**src/rtl/neuron_grid_sequencer.sv**
```systemverilog
`timescale 1ns/1ps
// Timestep sequencer for a neuron grid: walks every neuron through load,
// axon integration, optional leak and potential update, then hands off spikes.
//   state     | meaning
//   IDLE      | waiting for tick
//   LOAD      | fetch neuron state
//   INTEGRATE | sweep axons
//   LEAK      | apply leak
//   UPDATE    | update potential, offer spike
//   FINISH    | timestep done
module neuron_grid_sequencer #(
   parameter int NUM_NEURONS = 256,
   parameter int NUM_AXONS   = 256,
   parameter int MISS_W      = 8,
   localparam int NW = (NUM_NEURONS > 1) ? $clog2(NUM_NEURONS) : 1,
   localparam int AW = (NUM_AXONS > 1) ? $clog2(NUM_AXONS) : 1
) (
   input  logic              clk,
   input  logic              reset_n,
   input  logic              tick,
   input  logic              leak_en,
   input  logic              spike_in,
   input  logic              spike_ready,
   input  logic              error_clr,
   output logic [NW-1:0]     neuron_num,
   output logic [AW-1:0]     axon_num,
   output logic              scheduler_set,
   output logic              scheduler_clr,
   output logic              new_neuron,
   output logic              process_spike,
   output logic              leak_apply,
   output logic              update_potential,
   output logic              spike_valid,
   output logic [NW-1:0]     spike_neuron,
   output logic              busy,
   output logic              done,
   output logic              error,
   output logic [MISS_W-1:0] miss_count
);

   typedef enum logic [2:0] {
      S_IDLE      = 3'd0,
      S_LOAD      = 3'd1,
      S_INTEGRATE = 3'd2,
      S_LEAK      = 3'd3,
      S_UPDATE    = 3'd4,
      S_FINISH    = 3'd5
   } state_t;

   localparam logic [NW-1:0]     NEURON_LAST = NW'(NUM_NEURONS - 1);
   localparam logic [AW-1:0]     AXON_LAST   = AW'(NUM_AXONS - 1);
   localparam logic [MISS_W-1:0] MISS_MAX    = {MISS_W{1'b1}};

   state_t            r_state, w_state_nxt;
   logic [NW-1:0]     r_neuron;
   logic [AW-1:0]     r_axon;
   logic              r_leak_mode;
   logic              r_upd_first;
   logic              r_error;
   logic [MISS_W-1:0] r_miss;
   logic              w_last_axon, w_last_neuron, w_upd_exit, w_miss_tick;

   assign w_last_axon   = (r_axon == AXON_LAST);
   assign w_last_neuron = (r_neuron == NEURON_LAST);
   assign w_upd_exit    = ~spike_in | spike_ready;
   assign w_miss_tick   = tick & (r_state != S_IDLE);

   assign neuron_num   = r_neuron;
   assign axon_num     = r_axon;
   assign spike_neuron = r_neuron;
   assign error        = r_error;
   assign miss_count   = r_miss;

   always_comb begin
      w_state_nxt      = r_state;
      scheduler_set    = 1'b0;
      scheduler_clr    = 1'b0;
      new_neuron       = 1'b0;
      process_spike    = 1'b0;
      leak_apply       = 1'b0;
      update_potential = 1'b0;
      spike_valid      = 1'b0;
      busy             = 1'b0;
      done             = 1'b0;
      case (r_state)
         S_IDLE: begin
            if (tick) w_state_nxt = S_LOAD;
         end
         S_LOAD: begin
            busy          = 1'b1;
            new_neuron    = 1'b1;
            scheduler_set = (r_neuron == '0);
            w_state_nxt   = S_INTEGRATE;
         end
         S_INTEGRATE: begin
            busy          = 1'b1;
            process_spike = 1'b1;
            if (w_last_axon) w_state_nxt = r_leak_mode ? S_LEAK : S_UPDATE;
         end
         S_LEAK: begin
            busy        = 1'b1;
            leak_apply  = 1'b1;
            w_state_nxt = S_UPDATE;
         end
         S_UPDATE: begin
            busy             = 1'b1;
            update_potential = r_upd_first;
            spike_valid      = spike_in;
            if (w_upd_exit) w_state_nxt = w_last_neuron ? S_FINISH : S_LOAD;
         end
         S_FINISH: begin
            busy          = 1'b1;
            scheduler_clr = 1'b1;
            done          = 1'b1;
            w_state_nxt   = S_IDLE;
         end
         default: w_state_nxt = S_IDLE;
      endcase
   end

   // r_upd_first marks only the entry cycle of UPDATE so a stall does not repeat the update
   always_ff @(posedge clk or negedge reset_n) begin
      if (!reset_n) begin
         r_state     <= S_IDLE;
         r_upd_first <= 1'b0;
      end else begin
         r_state     <= w_state_nxt;
         r_upd_first <= (w_state_nxt == S_UPDATE) && (r_state != S_UPDATE);
      end
   end

   always_ff @(posedge clk or negedge reset_n) begin
      if (!reset_n) begin
         r_neuron    <= '0;
         r_axon      <= '0;
         r_leak_mode <= 1'b0;
      end else begin
         case (r_state)
            S_IDLE: begin
               if (tick) begin
                  r_neuron    <= '0;
                  r_axon      <= '0;
                  r_leak_mode <= leak_en;
               end
            end
            S_LOAD:      r_axon <= '0;
            S_INTEGRATE: if (!w_last_axon) r_axon <= r_axon + 1'b1;
            S_UPDATE:    if (w_upd_exit && !w_last_neuron) r_neuron <= r_neuron + 1'b1;
            default: ;
         endcase
      end
   end

   // A dropped tick outranks a same-cycle clear so the drop is never lost
   always_ff @(posedge clk or negedge reset_n) begin
      if (!reset_n) begin
         r_error <= 1'b0;
         r_miss  <= '0;
      end else if (w_miss_tick) begin
         r_error <= 1'b1;
         if (error_clr)              r_miss <= MISS_W'(1);
         else if (r_miss != MISS_MAX) r_miss <= r_miss + 1'b1;
      end else if (error_clr) begin
         r_error <= 1'b0;
         r_miss  <= '0;
      end
   end

endmodule

```
**config.mk**
```make
export PLATFORM = sky130hd
export DESIGN_NAME = neuron_grid_sequencer
export DESIGN_NICKNAME = d
export VERILOG_FILES = /design/src/rtl/neuron_grid_sequencer.sv
export SDC_FILE = /design/constraint.sdc
export NUM_CORES = 1
export LEC_CHECK = 0
export ABC_AREA = 1
export BUFFER_PORTS_ARGS = -buffer_cell sky130_fd_sc_hd__buf_2
export CAP_MARGIN = 20
export CORE_MARGIN = 2
export CORE_UTILIZATION = 53
export CTS_CLUSTER_DIAMETER = 200
export CTS_CLUSTER_SIZE = 16
export DETAILED_ROUTE_END_ITERATION = 16
export GPL_TIMING_DRIVEN = 0
export PLACE_DENSITY_LB_ADDON = 0.2
export SKIP_CTS_REPAIR_TIMING = 1
export SYNTH_ARGS = -nofsm -noshare
export SYNTH_HDL_FRONTEND = slang
export SYNTH_SLANG_ARGS = --single-unit
```
**constraint.sdc**
```tcl
create_clock -name clk -period 1.95 [get_ports clk]
set_clock_uncertainty 0.2 [all_clocks]
set_input_delay 0.0975 -clock clk [delete_from_list [all_inputs] [get_ports clk]]
set_output_delay 0.0975 -clock clk [all_outputs]
set_load 0.1 [all_outputs]
```
* After elaboration in Yosys (flattened, before gate mapping) *
Index checks and enable logic that the tools add are counted.

word-level totals
  memory bits (writable) = 0
  input bits = 7
  output and inout bits = 42
  memories kept = 0
  latch bits = 0
  memory bits (read-only) = 0
  flip-flop bits (word level) = 30
  word-level logic and storage cells = 66

cells by class
  $add $sub $neg = 3
  shift operators = 0
  bitwise gates (word level) = 3
  muxes and demuxes = 25
  $lt $le $gt $ge = 0
  divide/modulo/power cells = 0
  equality and inequality tests = 13
  $mul = 0
  reduce and logical (&&, ||, !) cells = 15

operators with widths
  cell                                                 count
  2-to-1 mux 8 bit                                     7
  adder 8 x 1 -> 8 bit, second input constant          3
  case mux 8 bit (3 select lines)                      1
  equality test 8 bit, second input constant           2
  case mux 8 bit (2 select lines)                      1
  2-to-1 mux 3 bit                                     5
  case mux 3 bit (5 select lines)                      1
  2-to-1 mux 1 bit                                     10
  equality test 3 bit, second input constant           3
  zero test 8 bit                                      1
  inequality test 8 bit, second input constant         1
  equality test 3 x 2 -> 1 bit, second input constant  2
  inequality test 2 bit, second input constant         3
  AND reduction 3 bit                                  2
  nonzero test 2 bit                                   3
  nonzero test 3 bit                                   2
  OR reduction 5 bit                                   1
  AND reduction 2 bit                                  2
  equality test 3 x 1 -> 1 bit, second input constant  1
  zero test 3 bit                                      1
  inequality test 3 bit, second input constant         1
  logical AND 1 bit                                    2
  bitwise AND 1 bit                                    1
  zero test 1 bit                                      1
  other kinds (2)                                      2

* Logic depth before layout (Yosys ltp) *
Gate-level depths: netlist of run 1.

  depth in word-level cells = 6
  gate-level depth with buffers = 10
  depth with buffers taken out = 9

* Worst setup path after synthesis of run 1 *
No wires, ideal clock.

  kind = flip-flop to output port
  start = register r_neuron[5], in the netlist neuron_num[5]
  end = output port scheduler_set
  data required time = 1.652 ns
  cell stages (with the launch flop) = 4
  setup slack = -1.767 ns
  buffers on the path = 1
  arrival = 3.420 ns
  cell sequence = dfrtp_1 buf_2 nor4_1 nor3b_1

on the way
  longest elaborated chain between the ends = 2

RTL lines
  element                 RTL line  RTL
  start, declared         55        logic [NW-1:0] r_neuron;
  start signal, assigned  148       S_UPDATE: if (w_upd_exit && !w_last_neuron) r_neuron <= r_neuron + 1'b1;
  zero test 8 bit         92        scheduler_set = (r_neuron == '0);
  2-to-1 mux 1 bit        85        case (r_state)
  end, declared           27        output logic scheduler_set,

Every way passes these cells.

* Final worst setup path of run 1 *
  start = register r_neuron[0], in the netlist neuron_num[0]
  end = output port scheduler_set

The elaborated chain is that of the path after synthesis.

==> impl_metrics.prom, run 1 <==
# TYPE chip_impl_metric gauge
chip_impl_metric{name="period_minus_ws_final",unit="ps"} 1900
chip_impl_metric{name="setup_viol_count_final",unit=""} 0
chip_impl_metric{name="maxSlewViolCount",unit=""} 0
chip_impl_metric{name="clockBufferDepth",unit=""} 2
chip_impl_metric{name="viasPerCell",unit=""} 5.14
chip_impl_metric{name="placement_rows",unit=""} 22
chip_impl_metric{name="totalWireLength",unit="um"} 4500
chip_impl_metric{name="final.period_utilization",unit="%"} 97.6
chip_impl_metric{name="yosysUniqueCellTypes",unit=""} 31
chip_impl_metric{name="design.core.area",unit="sq um"} 3610
chip_impl_info{name="worst_r2r_startpoint",value="axon_num[0]"} 1
chip_impl_metric{name="ctsHtreeMaxLevel",unit=""} 2
chip_impl_metric{name="die_area",unit="sq um"} 4210
chip_impl_metric{name="drt_first_pass_iters",unit=""} 4
chip_impl_metric{name="synthXorXnorAreaFrac",unit="%"} 2.23
chip_impl_metric{name="critical_path.max_stage_delay",unit="ps"} 440
chip_impl_metric{name="max_slew_margin",unit="%"} 54.9
chip_impl_metric{name="initialDrtViolationCount",unit=""} 145
chip_impl_metric{name="cp.required",unit="ps"} 1650
chip_impl_metric{name="critical_path_arrival",unit="ps"} 1610
chip_impl_metric{name="clk_transition_reported_paths",unit="ps"} 60
chip_impl_metric{name="wl_per_cell",unit="um"} 11.9
chip_impl_metric{name="first_global_vias",unit=""} 1707
chip_impl_info{name="violations",value="hold timing"} 1
chip_impl_metric{name="timing.final.ws_setup",unit="ps"} 46.6
chip_impl_info{name="worst_setup_path_startpoint",value="neuron_num[0]"} 1
chip_impl_info{name="ctsRootBufferMaster",value="sky130_fd_sc_hd__clkbuf_8"} 1
chip_impl_metric{name="cts.sink_count",unit=""} 30
chip_impl_metric{name="utilization",unit="%"} 68.6
chip_impl_metric{name="worst_case_hold_slack",unit="ps"} -11.9
chip_impl_info{name="netlist.top_cell.by_area",value="sky130_fd_sc_hd__dfrtp_1"} 1
chip_impl_info{name="hold_startpoint",value="tick"} 1
chip_impl_metric{name="worst-slew-pin-transition",unit="ps"} 676
chip_impl_metric{name="ir_drop",unit="uV"} 855
chip_impl_metric{name="share_of_synthesized_cell_area_in_and_or_nand_and_nor_gates",unit="%"} 38.0
chip_impl_metric{name="path_buf_inv",unit=""} 2
chip_impl_metric{name="number_of_nets_at_the_end_of_the_flow",unit=""} 342
chip_impl_metric{name="power_leakage",unit="nW"} 1.27
chip_impl_info{name="crit_type",value="register to output port"} 1
chip_impl_metric{name="ant_nets",unit=""} 0
chip_impl_metric{name="power-per-cell-area",unit="nW/um^2"} 1260
chip_impl_info{name="outcome",value="finished, violations left"} 1
chip_impl_metric{name="grt_first_pass_wirelength",unit="um"} 7530
chip_impl_metric{name="grt_max_degree",unit=""} 31
chip_impl_metric{name="vias",unit=""} 1954
chip_impl_metric{name="max_cap_viol_count",unit=""} 0
chip_impl_metric{name="synth_largest_type_area_fraction",unit="%"} 38.2
chip_impl_metric{name="grt_use_total",unit="%"} 22.9
chip_impl_metric{name="synth-warning-count",unit=""} 0
chip_impl_info{name="cts_tree",value="done"} 1
chip_impl_metric{name="cts_buffers",unit=""} 5
chip_impl_metric{name="grt.overflow.total",unit=""} 0
chip_impl_metric{name="yosys_register_bits",unit=""} 30
chip_impl_info{name="crit_path_start_kind",value="register"} 1
chip_impl_info{name="critical_path.slowest_cell",value="sky130_fd_sc_hd__dfrtp_2"} 1
chip_impl_metric{name="timing.fmax",unit="MHz"} 525
chip_impl_metric{name="post-dp-hpwl",unit="um"} 3270
chip_impl_metric{name="netlist_area",unit="sq um"} 1960
chip_impl_metric{name="die_x",unit="um"} 64.9
chip_impl_metric{name="gpl.final_weighted_congestion",unit=""} 0.875
chip_impl_metric{name="diodes",unit=""} 0
chip_impl_metric{name="finalHoldViolations",unit=""} 1
chip_impl_metric{name="dp_worst_setup_slack",unit="ps"} 147
chip_impl_info{name="cell_family_contributing_the_most_delay_on_the_critical_path",value="flip-flops"} 1
chip_impl_info{name="cp_endpoint_kind",value="output port"} 1
chip_impl_metric{name="synth_sequential_area_ratio",unit="%"} 38.2
chip_impl_metric{name="yosys-mux-area-fraction",unit="%"} 0.574
chip_impl_metric{name="grt_antenna_before_repair",unit=""} 0
chip_impl_metric{name="area.growth.synth_to_final",unit="%"} 26.0
chip_impl_info{name="hold_class",value="input pin to register"} 1
chip_impl_metric{name="boundaryPins",unit=""} 49
chip_impl_metric{name="fp.dieH",unit="um"} 64.9
chip_impl_metric{name="crit_fanout",unit=""} 6
chip_impl_metric{name="floorplan.initialDensity",unit="%"} 54.4
chip_impl_metric{name="drive_gt1_share",unit="%"} 35.5
chip_impl_metric{name="synth.avg_cell_area",unit="sq um"} 7.22
chip_impl_info{name="synth_top_cells_by_area",value="sky130_fd_sc_hd__dfrtp_1, sky130_fd_sc_hd__nand2_1, sky130_fd_sc_hd__nand3_1"} 1
chip_impl_metric{name="power_consumption",unit="W"} 0.00311
chip_impl_metric{name="clk_latency",unit="ps"} 280
chip_impl_metric{name="postSynthCellCount",unit=""} 272
chip_impl_metric{name="synth_compound_gate_area_share",unit="%"} 6.88
chip_impl_metric{name="yosys.area_share.adder",unit="%"} 2.55
chip_impl_info{name="main_combinational_cell_family_by_area_after_synthesis",value="simple AND/OR/NAND/NOR gates"} 1
chip_impl_metric{name="port-buffer-count",unit=""} 48
chip_impl_metric{name="synth.net_count",unit=""} 283
chip_impl_metric{name="drc",unit=""} 0
chip_impl_info{name="cell_by_cell_trace_of_the_critical_path",value="inv_1 -> ha_1 -> nand3_1 -> nor3b_4 -> buf_6"} 1
## final cells by class
class                   instances  area [sq um]
fillers                       329          1130
multi-input cells             195          1010
flip-flops and latches         30           785
repair buffers                 52           302
inverters                      34           130
plain buffers                  13          95.1
clock buffers                   7          86.3
well taps                      48          60.1
clock inverters                 1          5.00
## kinds of logic after synthesis
kind of cell    count (synthesis)
compound gates                 21
xor+xnor                        5
fa+ha+maj                       4
buf+inv                        47
flops                          30
mux                             1
simple gates                  164
## worst register-to-register path: stages, from the launching register on
cell and delay, ps:
sky130_fd_sc_hd__dfrtp_4 490, sky130_fd_sc_hd__ha_1 240, sky130_fd_sc_hd__nand2_2 110, sky130_fd_sc_hd__nor2_4 50, sky130_fd_sc_hd__nand2_1 80, sky130_fd_sc_hd__nand2_1 50, sky130_fd_sc_hd__nand2_1 70, sky130_fd_sc_hd__nand2_1 70
sky130_fd_sc_hd__buf_4 180, sky130_fd_sc_hd__nand2_1 60, sky130_fd_sc_hd__o21ai_1 60
## path summary, 6_finish.rpt
| check | slack, ps | cells past startpoint | to |
|---|---|---|---|
| min reg2reg | 300 | 2 | error |
| max | 50 | 5 | scheduler_set |
| max in group asynchronous | 860 | 2 | axon_num[0] |
| min in group asynchronous | 180 | 2 | miss_count[3] |
| min | -10 | 3 | error |
| max reg2reg | 170 | 10 | axon_num[1] |
## Yosys cell counts
cell and n:
sky130_fd_sc_hd__nor2_1 21, sky130_fd_sc_hd__a21oi_4 1, sky130_fd_sc_hd__xnor2_1 2, sky130_fd_sc_hd__inv_2 2, sky130_fd_sc_hd__xor2_1 3, sky130_fd_sc_hd__o21bai_1 3, sky130_fd_sc_hd__o21ai_1 10, sky130_fd_sc_hd__nor2_2 2
sky130_fd_sc_hd__nor3b_1 1, sky130_fd_sc_hd__mux2_2 1, sky130_fd_sc_hd__dfrtp_1 30, sky130_fd_sc_hd__buf_4 10, sky130_fd_sc_hd__nand3_1 34, sky130_fd_sc_hd__nor3_1 1, sky130_fd_sc_hd__nand2_2 4, sky130_fd_sc_hd__buf_6 1
sky130_fd_sc_hd__clkbuf_1 1, sky130_fd_sc_hd__or2_2 4, sky130_fd_sc_hd__inv_1 31, sky130_fd_sc_hd__a21oi_1 2, sky130_fd_sc_hd__ha_1 4, sky130_fd_sc_hd__nand2_1 81, sky130_fd_sc_hd__nor4_1 1, sky130_fd_sc_hd__or2_1 1
sky130_fd_sc_hd__nor2_4 3, sky130_fd_sc_hd__buf_2 1, sky130_fd_sc_hd__inv_4 1, sky130_fd_sc_hd__o21ai_0 2, sky130_fd_sc_hd__nand3_2 1, sky130_fd_sc_hd__nand4_1 10, sky130_fd_sc_hd__o21ai_2 3
## placed cells by master, fill, tap and decap left out, drive strengths merged, types with 2 or more instances in the layout
cell and instances:
a21oi 3, buf 60, clkbuf 10, dfrtp 30
dlygate4sd3 2, ha 4, inv 34, nand2 85
nand3 35, nand4 10, nor2 26, o21ai 15
o21bai 3, or2 5, xnor2 2, xor2 3
## sequential cells by signal, summed over array words and instances, names as in the netlist
register	count
r_upd_first	1
r_state	3
miss_count	8
r_leak_mode	1
error	1
neuron_num	8
axon_num	8
## metal layers
layer | GRT usage [%] | part of all wire [%] | vias up
met5 | 0 | 0 | -
met4 | 7.45 | 0.87 | 0
met3 | 4.17 | 5.6 | 4
met2 | 36.7 | 48 | 55
met1 | 31.3 | 46 | 907
li1 | - | - | 988
## per-stage QoR
| step | std cells | TNS [ps] | hold slack [ps] | instance area [sq um] |
|---|---|---|---|---|
| detailed placement | 368 | 0 | -21.0 | 2320 |
| finish | 380 | 0 | -11.9 | 2470 |
| CTS | 376 | -559 | -327 | 2410 |
| global route | 380 | -36.3 | 0.107 | 2470 |
| floorplan | 272 | -1220 | -398 | 2020 |
| global placement | 368 | 0 | -25.3 | 2320 |
## report_power, final
part           internal, W  switching (W)  total, W  leakage, nW
clock network     0.000284       0.000232  0.000517       0.0482
registers         0.000726       0.000110  0.000837        0.372
logic             0.000376        0.00138   0.00175        0.853
(Power assumes the default switching activity.)
==> run 2: changes to the inputs <==
Settings changed: CORE_UTILIZATION 53 to 57, RECOVER_POWER set to 100, SKIP_LAST_GASP set to 1.
Clock period 1.95 ns to 2.2 ns, I/O delays scaled along.
==> run 2 against run 1 <==
The flow still finishes with violations (hold timing). Combinational power decreased by 15%. Via count shrank 1.7%. Critical endpoint is now spike_valid. Routed wire length decreased by 5.0%.
==> impl_metrics.prom, run 2 (synthesized netlist as in run 1, its figures left out) <==
# TYPE chip_impl_metric gauge
chip_impl_metric{name="worst-slew-pin-transition",unit="ps"} 1160
chip_impl_metric{name="finalHoldViolations",unit=""} 1
chip_impl_metric{name="viasPerCell",unit=""} 5.07
chip_impl_metric{name="power_consumption",unit="W"} 0.00256
chip_impl_metric{name="power-per-cell-area",unit="nW/um^2"} 1080
chip_impl_metric{name="period_minus_ws_final",unit="ps"} 2110
chip_impl_metric{name="clockBufferDepth",unit=""} 2
chip_impl_metric{name="ctsHtreeMaxLevel",unit=""} 2
chip_impl_metric{name="clk_latency",unit="ps"} 340
chip_impl_metric{name="max_slew_margin",unit="%"} 22.8
chip_impl_metric{name="p_seq_share",unit="%"} 28.4
chip_impl_metric{name="boundaryPins",unit=""} 49
chip_impl_metric{name="cts_buffers",unit=""} 5
chip_impl_metric{name="post-dp-hpwl",unit="um"} 3200
chip_impl_info{name="crit_type",value="register to output port"} 1
chip_impl_info{name="cp_endpoint_kind",value="output port"} 1
chip_impl_metric{name="wl_per_cell",unit="um"} 11.3
chip_impl_metric{name="ir_drop",unit="uV"} 659
chip_impl_info{name="hold_startpoint",value="spike_ready"} 1
chip_impl_info{name="layout_commonest_cell",value="sky130_fd_sc_hd__nand2_1"} 1
chip_impl_metric{name="vias",unit=""} 1921
chip_impl_metric{name="number_of_nets_at_the_end_of_the_flow",unit=""} 343
chip_impl_info{name="most-common-layout-cells",value="sky130_fd_sc_hd__nand2_1, sky130_fd_sc_hd__nand3_1, sky130_fd_sc_hd__clkbuf_2"} 1
chip_impl_info{name="cts_tree",value="done"} 1
chip_impl_info{name="hold_class",value="input pin to register"} 1
chip_impl_metric{name="first_global_vias",unit=""} 1666
chip_impl_metric{name="area.growth.synth_to_final",unit="%"} 20.4
chip_impl_metric{name="critical_path_arrival",unit="ps"} 1800
chip_impl_metric{name="setup_viol_count_final",unit=""} 0
chip_impl_metric{name="maxSlewViolCount",unit=""} 0
chip_impl_metric{name="gpl.final_weighted_congestion",unit=""} 0.914
chip_impl_metric{name="grt_max_degree",unit=""} 31
chip_impl_info{name="worst_setup_path_startpoint",value="r_state[0]"} 1
chip_impl_metric{name="placement_rows",unit=""} 21
chip_impl_metric{name="drc",unit=""} 0
chip_impl_metric{name="comb_power_share",unit="%"} 57.9
chip_impl_info{name="unrepaired_setup_endpoints_after_global_routing",value="true"} 1
chip_impl_metric{name="clk_transition_reported_paths",unit="ps"} 90
chip_impl_metric{name="max_cap_viol_count",unit=""} 0
chip_impl_metric{name="fp.dieH",unit="um"} 62.7
chip_impl_metric{name="drive_gt1_share",unit="%"} 25.5
chip_impl_metric{name="worstRegToRegCells",unit=""} 4
chip_impl_metric{name="internal_power",unit="W"} 0.00107
chip_impl_metric{name="hold-path-cell-count",unit=""} 4
chip_impl_info{name="ctsRootBufferMaster",value="sky130_fd_sc_hd__clkbuf_4"} 1
chip_impl_metric{name="grt_use_total",unit="%"} 23.9
chip_impl_metric{name="worst_case_hold_slack",unit="ps"} -26.0
chip_impl_metric{name="power.share.switching",unit="%"} 58.2
chip_impl_metric{name="grt_first_pass_wirelength",unit="um"} 7460
chip_impl_metric{name="grt.overflow.total",unit=""} 0
chip_impl_metric{name="power_frac_clock",unit="%"} 13.7
chip_impl_metric{name="diodes",unit=""} 0
chip_impl_metric{name="timing.fmax",unit="MHz"} 474
chip_impl_metric{name="cts.sink_count",unit=""} 30
chip_impl_metric{name="power_leakage",unit="nW"} 1.23
chip_impl_metric{name="cp.required",unit="ps"} 1890
chip_impl_metric{name="crit_fanout",unit=""} 9
chip_impl_info{name="violations",value="hold timing"} 1
chip_impl_metric{name="die_area",unit="sq um"} 3930
chip_impl_metric{name="grt_antenna_before_repair",unit=""} 0
chip_impl_metric{name="ant_nets",unit=""} 0
chip_impl_metric{name="die_x",unit="um"} 62.7
chip_impl_info{name="outcome",value="finished, violations left"} 1
chip_impl_metric{name="tns",unit="ps"} 0
chip_impl_metric{name="port-buffer-count",unit=""} 48
chip_impl_metric{name="final.period_utilization",unit="%"} 95.8
chip_impl_metric{name="totalWireLength",unit="um"} 4280
chip_impl_info{name="crit_path_start_kind",value="register"} 1
chip_impl_info{name="worst_r2r_startpoint",value="r_state[0]"} 1
chip_impl_metric{name="switching_power",unit="W"} 0.00149
chip_impl_metric{name="design.core.area",unit="sq um"} 3310
chip_impl_metric{name="floorplan.initialDensity",unit="%"} 59.3
chip_impl_metric{name="initialDrtViolationCount",unit=""} 132
chip_impl_metric{name="drt_first_pass_iters",unit=""} 5
-- run 2: cell types whose count changed in the layout (fill, tap and decap cells not counted), sizes merged --
cell         before  now
dlygate4sd3       2    5
buf              60   17
clkbuf           10   51
-- run 2: critical path, cell delays in order (launching register included) --
cell and delay [ps]:
sky130_fd_sc_hd__dfrtp_1 470, sky130_fd_sc_hd__inv_2 120, sky130_fd_sc_hd__nand2_2 70, sky130_fd_sc_hd__nor2_4 190, sky130_fd_sc_hd__inv_1 160, sky130_fd_sc_hd__nor2_1 110, sky130_fd_sc_hd__clkbuf_4 330
-- run 2: cell type report --
| cell class | instances | area [sq um] |
|---|---|---|
| multi-input combinational | 195 | 983 |
| tap | 46 | 57.6 |
| buffer | 13 | 86.3 |
| fill | 306 | 947 |
| clock buffer | 7 | 55.1 |
| inverter | 34 | 130 |
| clock inverter | 1 | 5.00 |
| timing repair buffer | 53 | 289 |
| sequential | 30 | 757 |
-- run 2: worst paths after layout --
path | end | slack (ps)
setup / recovery | spike_valid | 90
hold / removal | neuron_num[1] | -30
setup reg to reg | r_leak_mode | 160
hold reg to reg | error | 310
max in group asynchronous | axon_num[0] | 1130
min in group asynchronous | axon_num[5] | 150
-- run 2: power by group through the flow --
stage	Combinational [W]	Sequential [W]	Clock [W]
2_1_floorplan	0.000958	0.00103	0
3_3_place_gp	0.00148	0.000738	0
3_5_place_dp	0.00150	0.000739	0
4_1_cts	0.00150	0.000729	0.000362
5_1_grt	0.00157	0.000747	0.000389
6_report	0.00148	0.000729	0.000351
-- run 2: through the flow --
| stage | instances | instance area [sq um] | hold WS, ps | setup WS, ps | util [%] |
|---|---|---|---|---|---|
| 2_1_floorplan | 272 | 1990 | -386 | -221 | - |
| 3_3_place_gp | 366 | 2280 | -17.7 | 378 | 69.0 |
| 3_5_place_dp | 366 | 2280 | -12.6 | 363 | 69.0 |
| 4_1_cts | 374 | 2340 | -389 | -19.4 | 70.8 |
| 5_1_grt | 379 | 2360 | 17.7 | -21.6 | 71.4 |
| 6_report | 379 | 2360 | -26.0 | 91.5 | 71.4 |
-- run 2: routing by layer --
layer | up-vias | global-route usage, % | wire, um
met3 | 7 | 6.31 | 259
met1 | 865 | 32.7 | 2080
met4 | 0 | 8.33 | 59
li1 | 987 | - | -
met2 | 62 | 37.0 | 1870
met5 | - | 0 | 0
